File: src/rtl/mem_read_pkg.sv
// Shared encodings for the load path: access sizes, FSM states, lane offsets
// and the latched per-transaction control word.
package mem_read_pkg;

  localparam int unsigned DATA_W = 32;
  localparam int unsigned CNT_W  = 8;

  typedef enum logic [1:0] {
    SIZE_WORD  = 2'b00,
    SIZE_HALF  = 2'b01,
    SIZE_BYTE  = 2'b10,
    SIZE_VBYTE = 2'b11
  } rd_size_e;

  typedef enum logic [1:0] {
    ST_IDLE    = 2'b00,
    ST_REQ     = 2'b01,
    ST_CAPTURE = 2'b10
  } state_e;

  // Big-endian lane offsets: offset 0 is the most significant lane.
  localparam logic [1:0] OFF_B0 = 2'd0;
  localparam logic [1:0] OFF_B1 = 2'd1;
  localparam logic [1:0] OFF_B2 = 2'd2;
  localparam logic [1:0] OFF_B3 = 2'd3;
  localparam logic [1:0] OFF_H0 = 2'd0;
  localparam logic [1:0] OFF_H2 = 2'd2;

  typedef struct packed {
    logic [1:0] offset;
    rd_size_e   size;
    logic       uns;
  } rd_ctl_t;

  function automatic logic is_misaligned(input rd_size_e size, input logic [1:0] off);
    return ((size == SIZE_WORD) && (off != OFF_B0)) ||
           ((size == SIZE_HALF) && off[0]);
  endfunction

endpackage

File: src/rtl/load_align.sv
// Selects the addressed byte/half lane of a memory word and extends it to 32 bits.
module load_align
  import mem_read_pkg::*;
(
  input  logic [DATA_W-1:0] word,
  input  logic [1:0]        offset,
  input  rd_size_e          size,
  input  logic              uns,
  output logic [DATA_W-1:0] value_c
);

  logic [7:0]  lane_b;
  logic [15:0] lane_h;

  always_comb begin
    lane_b = word[7:0];
    case (offset)
      OFF_B0:  lane_b = word[31:24];
      OFF_B1:  lane_b = word[23:16];
      OFF_B2:  lane_b = word[15:8];
      OFF_B3:  lane_b = word[7:0];
      default: lane_b = word[7:0];
    endcase

    lane_h = (offset == OFF_H2) ? word[15:0] : word[31:16];

    value_c = word;
    case (size)
      SIZE_WORD:  value_c = word;
      SIZE_HALF:  value_c = uns ? DATA_W'(lane_h) : DATA_W'($signed(lane_h));
      SIZE_BYTE:  value_c = uns ? DATA_W'(lane_b) : DATA_W'($signed(lane_b));
      SIZE_VBYTE: value_c = DATA_W'(lane_b);
      default:    value_c = word;
    endcase
  end

endmodule

File: src/rtl/mem_read_unit.sv
// Load unit: issues one aligned word read per accepted request, aligns/extends
// the returned data into mdr, and aborts on misalignment or memory timeout.
module mem_read_unit
  import mem_read_pkg::*;
#(
  parameter int unsigned TIMEOUT_CYCLES = 255
) (
  input  logic              clk,
  input  logic              reset_n,
  input  logic              rd_start,
  input  logic [DATA_W-1:0] rd_addr,
  input  logic [1:0]        rd_size,
  input  logic              rd_unsigned,
  output logic              mem_req,
  output logic [DATA_W-1:0] mem_addr,
  input  logic              mem_ready,
  input  logic [DATA_W-1:0] mem_rdata,
  output logic [DATA_W-1:0] mdr,
  output logic              rd_busy,
  output logic              rd_done,
  output logic              rd_misalign,
  output logic              rd_timeout
);

  localparam logic [CNT_W-1:0] CNT_LAST = CNT_W'(TIMEOUT_CYCLES - 1);

  state_e            state_q, state_d;
  rd_ctl_t           ctl_q, ctl_d, start_c;
  logic [CNT_W-1:0]  cnt_q, cnt_d;
  logic [DATA_W-1:0] mem_addr_d, mdr_d, aligned_c;
  logic              mem_req_d, rd_busy_d, done_d, mis_d, to_d;

  assign start_c = '{offset: rd_addr[1:0], size: rd_size_e'(rd_size), uns: rd_unsigned};

  load_align u_align (
    .word    (mem_rdata),
    .offset  (ctl_q.offset),
    .size    (ctl_q.size),
    .uns     (ctl_q.uns),
    .value_c (aligned_c)
  );

  // Next-state and next-output logic.
  always_comb begin
    state_d    = state_q;
    ctl_d      = ctl_q;
    cnt_d      = cnt_q;
    mem_addr_d = mem_addr;
    mdr_d      = mdr;
    mem_req_d  = 1'b0;
    rd_busy_d  = 1'b0;
    done_d     = 1'b0;
    mis_d      = 1'b0;
    to_d       = 1'b0;

    case (state_q)
      ST_IDLE: begin
        if (rd_start) begin
          if (is_misaligned(start_c.size, start_c.offset)) begin
            mis_d = 1'b1;
          end else begin
            state_d    = ST_REQ;
            ctl_d      = start_c;
            cnt_d      = '0;
            mem_addr_d = {rd_addr[DATA_W-1:2], 2'b00};
          end
        end
      end
      ST_REQ: begin
        if (mem_ready) begin
          state_d = ST_CAPTURE;
          mdr_d   = aligned_c;
          done_d  = 1'b1;
        end else if (cnt_q == CNT_LAST) begin
          state_d = ST_IDLE;
          cnt_d   = '0;
          to_d    = 1'b1;
        end else begin
          cnt_d = cnt_q + CNT_W'(1);
        end
      end
      ST_CAPTURE: state_d = ST_IDLE;
      default:    state_d = ST_IDLE;
    endcase

    mem_req_d = (state_d == ST_REQ);
    rd_busy_d = (state_d != ST_IDLE);
  end

  // State and registered outputs.
  always_ff @(posedge clk or negedge reset_n) begin
    if (!reset_n) begin
      state_q     <= ST_IDLE;
      ctl_q       <= '0;
      cnt_q       <= '0;
      mem_req     <= 1'b0;
      mem_addr    <= '0;
      mdr         <= '0;
      rd_busy     <= 1'b0;
      rd_done     <= 1'b0;
      rd_misalign <= 1'b0;
      rd_timeout  <= 1'b0;
    end else begin
      state_q     <= state_d;
      ctl_q       <= ctl_d;
      cnt_q       <= cnt_d;
      mem_req     <= mem_req_d;
      mem_addr    <= mem_addr_d;
      mdr         <= mdr_d;
      rd_busy     <= rd_busy_d;
      rd_done     <= done_d;
      rd_misalign <= mis_d;
      rd_timeout  <= to_d;
    end
  end

endmodule
File: config.mk
export PLATFORM = sky130hd
export DESIGN_NAME = mem_read_unit
export DESIGN_NICKNAME = d
export VERILOG_FILES = /design/src/rtl/mem_read_pkg.sv /design/src/rtl/load_align.sv /design/src/rtl/mem_read_unit.sv
export SDC_FILE = /design/constraint.sdc
export NUM_CORES = 1
export LEC_CHECK = 0
export BUFFER_PORTS_ARGS = -buffer_cell sky130_fd_sc_hd__buf_4
export CORE_ASPECT_RATIO = 0.7
export CORE_MARGIN = 2
export CORE_UTILIZATION = 47
export CTS_BUF_LIST = sky130_fd_sc_hd__clkbuf_16
export CTS_CLUSTER_DIAMETER = 150
export DETAILED_ROUTE_END_ITERATION = 6
export PLACE_DENSITY = 0.75
export SETUP_SLACK_MARGIN = 0.3
export SLEW_MARGIN = 30
export SYNTH_ARGS = -nofsm -noshare
export SYNTH_HDL_FRONTEND = slang
export SYNTH_SLANG_ARGS = --single-unit
File: constraint.sdc
create_clock -name clk -period 2.4 [get_ports clk]
set_input_delay 0.24 -clock clk [delete_from_list [all_inputs] [get_ports clk]]
set_output_delay 0.24 -clock clk [all_outputs]
set_load 0.1 [all_outputs]
* Yosys cells after proc, flatten, opt, wreduce, memory -nomap -nowiden
Index checks and enable logic that the tools add are counted.
** Word-level totals
- Bits in registers :: 82
- Bits of input ports :: 71
- Output and inout port bits :: 69
- Logic and storage cells :: 63
** Cells by class
- Add/sub/neg operators :: 1
- Equality and inequality tests :: 13
- Mux-type cells :: 23
- Bitwise logic cells :: 1
- Reduce and logical (&&, ||, !) cells :: 13
** Operators by type and width (number)
- 32-bit one-hot mux with 4 select lines :: 1
- 32-bit two-way mux :: 2
- 8-bit two-way mux :: 4
- 8-bit one-hot mux with 4 select lines :: 1
- 16-bit two-way mux :: 1
- 8-bit one-hot mux with 2 select lines :: 1
- 2-bit by 1-bit == test with 1-bit output, second input constant :: 5
- 8-bit by 1-bit adder with 8-bit output, second input constant :: 1
- 2-bit == test, second input constant :: 4
- 8-bit == test, second input constant :: 1
- 2-bit logical NOT :: 4
- 1-bit two-way mux :: 8
- 2-bit two-way mux :: 4
- 2-bit inequality test, second input constant :: 3
- 2-bit nonzero test :: 3
- 2-bit one-hot mux with 2 select lines :: 1
- 4-bit AND reduction :: 1
- 3-bit AND reduction :: 1
- 1-bit logical AND :: 2
- 2-bit AND reduction :: 1
- 1-bit logical OR :: 1
- 1-bit NOT :: 1

* Longest topological paths before layout
Gate-level depths: netlist of the first run.
- Depth in word-level cells :: 7
- Depth in mapped cells :: 7

* Hierarchy
Synthesis of the first run repeated with hierarchy kept, for this count alone.
** Second synthesis, totals
- Cell total of the unflattened synthesis :: 318
- Area, all modules :: 4070.2 µm²
** By module, submodules not included
- mem_read_unit :: times used 1, cells each 215, area each 3249.4 µm², sequential area each 2052.0 µm²
- load_align :: times used 1, cells each 103, area each 820.8 µm², sequential area each 0.0 µm²

* Worst setup path after synthesis of the first run
OpenSTA, ideal clock, no wires.
- Path kind :: flip-flop to flip-flop
- Start :: register ctl_q[4] in the netlist's numbering
- End :: register mdr[16]
- Data arrival time :: 1.664 ns
- Setup slack :: 0.603 ns
- Stages on the path, launching flop included :: 7
- Buffers on the path :: 2
- Period minus slack after synthesis :: 1.797 ns
- Cell sequence :: dfrtp_1 > buf_6 > mux4_2 > nor3b_2 > a31oi_4 > buf_2 > o22ai_1
** On the way
- Longest elaborated chain between the ends :: 4
** RTL lines
- start, declared :: line mem_read_unit.sv:28 : rd_ctl_t ctl_q, ctl_d, start_c;
- start signal, assigned :: line mem_read_unit.sv:105 : ctl_q <= ctl_d;
- 2-bit == test, or another cell as far along :: line load_align.sv:17 : case (offset)
- 8-bit one-hot mux with 4 select lines or 16-bit two-way mux (tied branches) :: line load_align.sv:17, load_align.sv:25
- 32-bit two-way mux (on tied branches) :: line load_align.sv:31, load_align.sv:30
- 32-bit one-hot mux with 4 select lines * :: line load_align.sv:28 : case (size)
- end signal, assigned :: line mem_read_unit.sv:109 : mdr <= mdr_d;
- end, declared :: line mem_read_unit.sv:18 : output logic [DATA_W-1:0] mdr,
Mark *: on every way between the ends. The rest lies on a longest branch, timed or not.
A chain may end at the register's enable or synchronous reset.

* Final worst setup path of the first run
- Start :: register ctl_q[4] in the netlist's numbering
- End :: register mdr[29]
Same word-level chain as after synthesis.

==> results of run 1 <==
logic make-up (layout without fill, tap and decap cells):
group | after synthesis | count (layout) | synth area share (%)
AO/OA/AOI/OAI | 82 | 82 | 14.4
multiplexers | 9 | 9 | 4.91
AND/OR/NAND/NOR | 210 | 210 | 23.6
flip-flops | 82 | 82 | 52.6
adder cells (fa/ha/maj) | 2 | 2 | 0.642
other | 1 | 2 | 0.0962
buffers and inverters | 34 | 174 | 3.75
stage by stage:
stage | util (%) | hold slack (ns) | instance area [um2] | worst slack, ns
finish | 68.1 | 0.0800 | 5430 | 0.425
global route | 68.1 | 0.0859 | 5430 | 0.304
CTS | 68.0 | 0.0791 | 5430 | 0.320
detailed placement | 63.5 | 0.253 | 5060 | 0.355
global placement | 63.5 | 0.243 | 5060 | 0.379
floorplan | - | -0.0556 | 3900 | 0.603
metal layers:
layer | vias up | routed length (um) | GRT usage, %
met5 | - | 0 | 0
met4 | 0 | 158 | 7.20
met3 | 24 | 1160 | 7.92
met2 | 198 | 5030 | 38.8
met1 | 1801 | 5250 | 38.3
li1 | 1728 | - | -
final timing paths:
| kind | start | to | slack [ns] |
|---|---|---|---|
| max | ctl_q[4] | mdr[29] | 0.43 |
| min | rd_addr[8] | mem_addr[8] | 0.08 |
| max reg2reg | ctl_q[4] | mdr[29] | 0.43 |
| min reg2reg | mem_addr[17] | mem_addr[17] | 0.48 |
| max in group asynchronous | reset_n | mdr[5] | 1.38 |
| min in group asynchronous | reset_n | mem_addr[10] | 0.41 |
area by class of cell:
| class | count | area (um2) |
|---|---|---|
| well taps | 101 | 126 |
| inverters | 6 | 22.5 |
| repair buffers | 152 | 1160 |
| multi-input cells | 305 | 1720 |
| clock inverters | 7 | 130 |
| clock buffers | 9 | 225 |
| flip-flops and latches | 82 | 2050 |
| fillers | 610 | 2540 |
placed cells by master, fill, tap and decap left out, drive strengths merged, types with 9 or more instances in the layout:
master	netlist	layout
dfrtp	82	82
nor3	9	9
nand2	122	122
nor2	43	43
buf	8	151
and3	9	9
inv	5	9
clkbuf	20	9
o22ai	16	16
a21oi	24	24
timing repair:
action | CTS | global route
resized for setup | 0 | 2
hold buffers | 1 | 0
hold endpoints to repair | 39 | 0
setup endpoints to repair | 0 | 24
state kept, by name (all words and copies together), names as in the netlist:
signal and count:
state_q 2, mdr 32, ctl_q 5, rd_misalign 1
rd_timeout 1, mem_req 1, rd_busy 1, cnt_q 8
rd_done 1, mem_addr 30
worst max-delay path, delay by kind of cell (launching register included):
family	cells	cell delay, ns
DFF	1	0.40
buffers and inverters	1	0.22
AOI/OAI and AO/OA	2	0.62
and+or+nand+nor	1	0.20
muxes	1	0.38
==> qor.csv, run 1 <==
stage;metric;value;unit
logic_synthesis;EDFF count, synth;0;
route;Vias;3751;
min_path;Cells on Worst Hold Path;3;
grt;first-pass GRT wire length;18.3;mm
logic_synthesis;Synth Area per Inst;9.28;um2
logic_synthesis;most frequent cell after synthesis;nand2_1;
timing;max-slew violation count;0;
logic_synthesis;Synth async-reset ratio;100;%
grt;vias in the first global route;3491;
final_layout;Syn-to-layout area delta;39.3;%
clock_network;CTS H-tree depth;3;
logic_synthesis;sequential share of the synthesized area;52.6;%
clock_network;clk root buf;clkbuf_16;
final_layout;share of cells above drive strength 1;33.3;%
placement;Detailed Place HPWL;8.30;mm
worst_setup_path;CP endpoint kind;flop;
route;drt total wl;11.6;mm
clock_network;CTS tree;done;
worst_setup_path;critical path, cell by cell;buf_4 > nor2b_1 > mux2_2 > a31oi_4 > o22ai_1;
grt;largest net degree at the start of global routing;44;
route;ANT nets after route;0;
grt;grt total ovfl;0;
final_layout;# nets final;629;
grt;total track usage;26.4;%
clock_network;Longest Clk Path Bufs;2;
final_layout;total inserted antenna cells;0;
timing;Final min period;1.97;ns
floorplan;Site Rows;27;
min_path;HP Class;in2reg;
placement;GP Congestion;0.896;
timing;fmax;506;MHz
placement;Port Buf Inserts;137;
worst_setup_path;Critical Path RT;2.60;ns
route;DRC violations left;9;
timing;Final Hold Fails;0;
logic_synthesis;Synth Instances;420;
clock_network;setup bufs post-CTS;0;
worst_setup_path;R2R depth;5;
route;Vias/cell;5.67;
floorplan;die area;9050;um2
final_layout;fin cells;662;
timing;Clock Skew;0.00661;ns
clock_network;clock slew seen by the registers of the worst setup and hold paths;0.07;ns
floorplan;Die W;113;um
clock_network;cts bufs inserted;9;
timing;Slew @ Worst Pin;0.680;ns
logic_synthesis;total of warnings raised by yosys;0;
worst_setup_path;max incr delay on CP;0.44;ns
worst_setup_path;CP max stage cell;a31oi_4;
placement;# placed instances;645;
timing;final setup vio count;0;
logic_synthesis;most used flip-flop cell after synthesis;dfrtp_1;
timing;setup TNS;0;ns
worst_setup_path;Max FO, Critical Path;16;
job;max-cap violation count;0;
floorplan;Initial Util;48.9;%
route;WL per Instance;17.5;um
worst_setup_path;startpoint types;flop;
timing;final worst-path cycle share;82.3;%
logic_synthesis;synth cell count leaders;nand2_1 (122), dfrtp_1 (82), nor2_1 (43);
floorplan;I/O pins;140;
timing;unrepaired setup endpoints after global routing;false;
logic_synthesis;synthesized cell area;3900;um2
route;DR pass1 iterations;7;
outcome;failing checks;DRC;
logic_synthesis;Seq cells post-synth;82;
outcome;status;finished with violations;
clock_network;CTS sink cnt;82;
worst_setup_path;type of the worst setup path;reg2reg;
floorplan;Die Y;80.2;um
timing;Max-slew headroom;54.6;%
logic_synthesis;top cells by area, synth;dfrtp_1 (53%), nand2_1 (12%), mux4_2 (4.6%);
logic_synthesis;Yosys top cell area share;52.6;%
route;DRT iter0 DRCs;385;
clock_network;worst skew pair latency;0.34;ns
logic_synthesis;Synth area leader;dfrtp_1;
grt;antenna violations before repair;0;
worst_setup_path;CP arrival;2.17;ns
floorplan;core footprint;7970;um2
logic_synthesis;Unique masters post-synth;46;
Power of run 1 is left out: the tool's default activity adds up to more than one toggle a clock period on the data nets, which glitch-free logic cannot reach.
==> run 2, diff against run 1 <==
- ABC_AREA: unset -> 1
- CORE_UTILIZATION: 47 -> 46
- PLACE_DENSITY: 0.75 -> 0.76
- clock period: 2.4 -> 1.8 ns (I/O delays scaled with it)
==> run 2 against run 1 <==
  * The run now ends clean
  * Sequential cell count did not move
  * Count of clock-buffer cells in the layout did not move
  * Die area rose by 12%
  * Non-clock buffer count rose by 6
  * First-iteration DRC count fell by 23%
  * Final area rose by 9.1%
  * Critical path depth rose by 1
  * Critical endpoint unchanged
  * Via count rose by 13%
  * Synthesized cell count rose by 34%
  * Global-route usage fell by 1.3 points
  * Register-to-register slack got worse by 0.10 ns
==> qor.csv, run 2 <==
stage;metric;value;unit
power_and_ir_drop;worst IR drop on VDD;2.04;mV
timing;WHS;0.0422;ns
route;DR pass1 iterations;6;
worst_setup_path;r2r setup slk;0.32;ns
clock_network;Longest Clk Path Bufs;2;
logic_synthesis;Synth Area in Simple Gates;34.1;%
route;DRT iter0 DRCs;298;
timing;Clock Skew;0.00715;ns
timing;setup TNS;0;ns
floorplan;Initial Util;47.3;%
grt;total track usage;25.1;%
clock_network;clock slew seen by the registers of the worst setup and hold paths;0.06;ns
placement;GP Congestion;0.946;
clock_network;CTS tree;done;
floorplan;I/O pins;140;
route;WL per Instance;14.7;um
clock_network;worst skew pair latency;0.34;ns
worst_setup_path;R2R depth;6;
clock_network;CTS sink cnt;82;
min_path;Hold Path End;mem_addr[31];
timing;max-slew violation count;0;
worst_setup_path;Max FO, Critical Path;12;
logic_synthesis;Yosys top cell area share;48.0;%
final_layout;total inserted antenna cells;0;
placement;pre-CTS setup slack;0.264;ns
logic_synthesis;mux contribution to synthesized area;0;%
logic_synthesis;sequential share of the synthesized area;48.0;%
min_path;Cells on Worst Hold Path;3;
power_and_ir_drop;Static Leak;3.15;nW
floorplan;Die W;119;um
route;Vias/cell;5.08;
outcome;status;finished clean;
grt;vias in the first global route;3954;
final_layout;max reg flops;32;
timing;PnR worst setup slack;0.323;ns
timing;unrepaired setup endpoints after global routing;true;
logic_synthesis;synthesized cell area;4280;um2
clock_network;CTS H-tree depth;3;
logic_synthesis;Seq cells post-synth;82;
logic_synthesis;Post-Synth Adder-Cell Area;0.585;%
route;DRC violations left;0;
power_and_ir_drop;power per cell area;2150;nW/um2
logic_synthesis;Unique masters post-synth;32;
placement;Detailed Place HPWL;8.93;mm
clock_network;clk root buf;clkbuf_16;
final_layout;# nets final;782;
final_layout;most common cell after layout, fill and taps aside;nand2_1;
grt;antenna violations before repair;0;
route;Vias;4256;
logic_synthesis;Synth area leader;dfrtp_1;
grt;grt total ovfl;0;
final_layout;Largest regs;mdr (32), mem_addr (30), cnt_q (8);
logic_synthesis;synth cell count leaders;nand2_1 (224), dfrtp_1 (82), inv_1 (44);
clock_network;cts bufs inserted;9;
job;max-cap violation count;0;
final_layout;Fillers;775;
worst_setup_path;Critical Path RT;2.08;ns
grt;largest net degree at the start of global routing;53;
final_layout;highest-count cells in the layout ignoring fill and taps;nand2_1 (220), buf_4 (153), dfrtp_1 (78);
floorplan;die area;10100;um2
floorplan;core footprint;9030;um2
timing;final worst-path cycle share;82.0;%
timing;final setup vio count;0;
worst_setup_path;startpoint types;flop;
logic_synthesis;EDFF count, synth;0;
final_layout;Multi-input gate area;1990;um2
logic_synthesis;most frequent cell after synthesis;nand2_1;
floorplan;Site Rows;29;
logic_synthesis;top cells by area, synth;dfrtp_1 (48%), nand2_1 (20%), inv_1 (3.9%);
final_layout;register area;2060;um2
logic_synthesis;largest family of logic cells by synthesized area;simple AND/OR/NAND/NOR gates;
logic_synthesis;XOR/XNOR Fraction of Synth Area;0;%
logic_synthesis;Synth Instances;562;
floorplan;Die Y;84.7;um
logic_synthesis;total of warnings raised by yosys;0;
worst_setup_path;Worst Setup SP;ctl_q[2];
route;drt total wl;12.3;mm
logic_synthesis;most used flip-flop cell after synthesis;dfrtp_1;
route;ANT nets after route;0;
logic_synthesis;Synth async-reset ratio;100;%
logic_synthesis;Synth Area in Compound Gates;9.75;%
worst_setup_path;reg2reg end;mdr[29];
final_layout;Reg with most FFs;mdr;
placement;Port Buf Inserts;137;
timing;fmax;677;MHz
timing;Final Hold Fails;0;
final_layout;share of cells above drive strength 1;32.6;%
grt;first-pass GRT wire length;19.9;mm
final_layout;Syn-to-layout area delta;38.6;%
worst_setup_path;R2R Path Start;ctl_q[2];
worst_setup_path;type of the worst setup path;reg2reg;
logic_synthesis;Synth Area per Inst;7.61;um2
worst_setup_path;CP arrival;1.76;ns
min_path;HP Class;in2reg;
worst_setup_path;CP endpoint kind;flop;
timing;Final min period;1.48;ns
min_path;Hold Startpoint;rd_addr[31];
## run 2: cell type report
class / instances / area share (%)
Sequential cell: 82 / 34.7
Multi-Input combinational cell: 410 / 33.6
Timing Repair Buffer: 158 / 20.6
Clock buffer: 9 / 3.80
Inverter: 48 / 3.29
Tap cell: 124 / 2.62
Clock inverter: 7 / 1.41
## run 2: routing by layer
metal	GRT usage (%)	vias up	routed length, um	part of all wire [%]
met5	1.92	-	0	0
met4	6.28	0	157	1.3
met1	35.6	1982	5620	46
met2	36.0	190	5330	43
li1	-	2065	-	-
met3	9.58	19	1220	9.9
## run 2: worst max-delay path by stage
stage	to	slack [ns]	depth (start not counted)
6_report	mdr[29]	0.32	6
5_1_grt	mdr[27]	0.24	6
2_1_floorplan	mdr[7]	0.42	2
3_5_place_dp	mdr[27]	0.26	7
4_1_cts	mdr[30]	0.32	7
3_3_place_gp	mdr[2]	0.29	7
## run 2: where the power goes
group          switching, mW  internal, mW  total (mW)
clock                  0.727          1.20        1.92
combinational           6.11          1.73        7.84
sequential             0.462          2.51        2.97
## run 2: cells by family after synthesis
kind of cell	Yosys count
fa+ha+maj	2
compound gates	75
buf+inv	73
other cells	1
flops	82
simple gates	329
## run 2: what timing repair did
item / in CTS / in global routing
gates resized for setup: 5 / 28
endpoints found under the setup margin: 25 / 53
hold endpoints to repair: 30 / 0
setup buffers: 0 / 6
hold buffers: 1 / 0
cloned: 1 / 1
pin swaps: 0 / 0
## run 2: through the flow
step	utilization [%]	cell area, um2	power, mW	cells
after CTS	64.1	5790	12.6	831
final	65.6	5930	12.7	838
after global routing	65.6	5930	13.3	838
after global placement	60.2	5440	10.5	813
after floorplan	-	4280	8.84	563
after detailed placement	60.2	5440	10.6	813
## run 2: worst max-delay path: stages, from the launching register on
cell     delay (ns)
dfrtp_2        0.47
inv_2          0.06
nor3_2         0.36
nand3_4        0.28
nand3_2        0.13
nand2_1        0.06
inv_1          0.05
(Power assumes the default switching activity.)
==> run 3, diff against run 2 <==
- CORE_UTILIZATION: 46 -> 47
- PLACE_DENSITY: 0.76 -> 0.74
- clock period: 1.8 -> 1.45 ns (I/O delays scaled with it)
==> run 3 against run 2 <==
  * The run now ends with hold timing, setup timing left
  * Sequential share of layout area shrank 4.9 points
  * Clock power grew 29%
  * Register-to-register slack lost 0.38 ns
  * Routed wire length grew 20%
  * Core utilization grew 12 points
  * Fmax shrank 1.7%
  * Worst hold slack lost 0.043 ns
  * Combinational power grew 44%
  * Highest routed layer unchanged
==> qor.csv, run 3 (same netlist as run 2, synthesis figures left out) <==
stage;metric;value;unit
outcome;status;finished with violations;
outcome;failing checks;hold timing, setup timing;
route;Vias/cell;5.29;
grt;first-pass GRT wire length;21.8;mm
timing;Final Hold Fails;1;
grt;met2 usage;43.4;%
clock_network;clk root buf;clkbuf_16;
clock_network;Longest Clk Path Bufs;2;
route;DRT iter0 DRCs;418;
timing;WHS;-0.000272;ns
grt;met1 usage;39.8;%
route;ANT nets after route;0;
grt;Most Crowded Layer GR;met2;
final_layout;total inserted antenna cells;0;
final_layout;# nets final;815;
grt;grt total ovfl;0;
floorplan;core footprint;8960;um2
placement;Port Buf Inserts;137;
clock_network;worst skew pair latency;0.34;ns
placement;DP Area;5630;um2
min_path;HP Class;in2reg;
clock_network;clock slew seen by the registers of the worst setup and hold paths;0.06;ns
final_layout;Largest regs;mdr (32), mem_addr (30), cnt_q (8);
final_layout;Reg with most FFs;mdr;
timing;Final min period;1.50;ns
clock_network;CTS sink cnt;82;
worst_setup_path;Critical Path RT;1.68;ns
power_and_ir_drop;power per cell area;2530;nW/um2
worst_setup_path;type of the worst setup path;reg2reg;
timing;fmax;666;MHz
timing;setup TNS;-0.185;ns
power_and_ir_drop;Static Leak;3.52;nW
grt;total track usage;27.9;%
worst_setup_path;CP arrival;1.73;ns
final_layout;highest-count cells in the layout ignoring fill and taps;nand2_1 (188), buf_4 (106), dfrtp_1 (59);
floorplan;I/O pins;140;
placement;Detailed Place HPWL;9.14;mm
power_and_ir_drop;worst IR drop on VDD;2.61;mV
timing;unrepaired setup endpoints after global routing;true;
floorplan;Site Rows;29;
timing;final setup vio count;9;
final_layout;share of cells above drive strength 1;44.8;%
clock_network;cts bufs inserted;9;
final_layout;most common cell after layout, fill and taps aside;nand2_1;
min_path;Hold Startpoint;rd_addr[9];
floorplan;Die Y;83.8;um
power_and_ir_drop;Tot Pwr;17.6;mW
placement;GP Congestion;0.906;
worst_setup_path;Max FO, Critical Path;11;
worst_setup_path;Worst Setup SP;state_q[1];
timing;PnR worst setup slack;-0.0526;ns
grt;met3 usage;6.56;%
final_layout;post-route cell area;6970;um2
floorplan;die area;9890;um2
route;Vias;4605;
route;DR pass1 iterations;6;
route;drt total wl;14.8;mm
route;WL per Instance;17.0;um
route;DRC violations left;0;
final_layout;max reg flops;32;
clock_network;CTS tree;done;
grt;vias in the first global route;4272;
clock_network;CTS H-tree depth;3;
placement;pre-CTS setup slack;-0.0697;ns
grt;antenna violations before repair;0;
final_layout;Syn-to-layout area delta;63.1;%
floorplan;Initial Util;47.7;%
timing;max-slew violation count;0;
worst_setup_path;CP endpoint kind;flop;
grt;largest net degree at the start of global routing;42;
worst_setup_path;startpoint types;flop;
timing;Clock Skew;0.00681;ns
worst_setup_path;R2R Path Start;state_q[1];
floorplan;Die W;118;um
job;max-cap violation count;0;
timing;final worst-path cycle share;104;%
run 3: cell types whose count changed in the layout (fill, tap and decap cells not counted), sizes merged, moves of 2 or more:
cell and change:
clkinvlp -2, dlygate4sd3 +7, buf +21, clkinv -3, inv +5, nand3 +2, clkbuf +3
run 3: layout make-up:
type | count | area (um2)
multi-input combinational | 412 | 2340
inverter | 48 | 190
tap | 124 | 155
sequential | 82 | 2080
fill | 615 | 1990
timing repair buffer | 189 | 1890
clock buffer | 9 | 225
clock inverter | 7 | 93.8
run 3: worst max-delay path, cell delays in order (launching register included):
cell       delay [ns]
dfrtp_1          0.40
nor2_1           0.16
nand2_2          0.13
a21oi_4          0.24
inv_4            0.12
clkbuf_16        0.19
nand2_1          0.08
nand2_1          0.06
run 3: per-stage QoR:
stage,std cells,utilization [%]
CTS,863,71.5
floorplan,563,-
detailed placement,822,62.8
finish,871,77.8
global placement,822,62.8
global route,871,77.8
run 3: repair_timing:
item / in CTS / in global routing
pin swaps: 29 / 30
endpoints found under the setup margin: 88 / 119
hold buffers: 8 / 0
hold endpoints to repair: 33 / 0
gates resized for setup: 62 / 128
setup buffers: 12 / 5
cloned: 5 / 3
run 3: report_power, final:
part / total (mW) / switching [mW] / internal, mW
logic: 11.3 / 8.11 / 3.16
clock network: 2.47 / 0.964 / 1.51
registers: 3.89 / 0.730 / 3.16
run 3: path summary, 6_finish.rpt:
check	to	slack [ns]	cells after the start
setup / recovery	mem_addr[13]	-0.05	7
hold / removal	mem_addr[9]	-0.0003	3
setup reg to reg	mem_addr[13]	-0.05	7
hold reg to reg	mem_addr[23]	0.47	2
max in group asynchronous	mem_addr[11]	0.65	3
min in group asynchronous	cnt_q[3]	0.28	2
run 3: per-layer routing:
| metal | share of wire [%] | wire, um |
|---|---|---|
| met1 | 42 | 6260 |
| met2 | 48 | 7070 |
| met3 | 8.4 | 1240 |
| met4 | 1.5 | 223 |
| met5 | 0 | 0 |
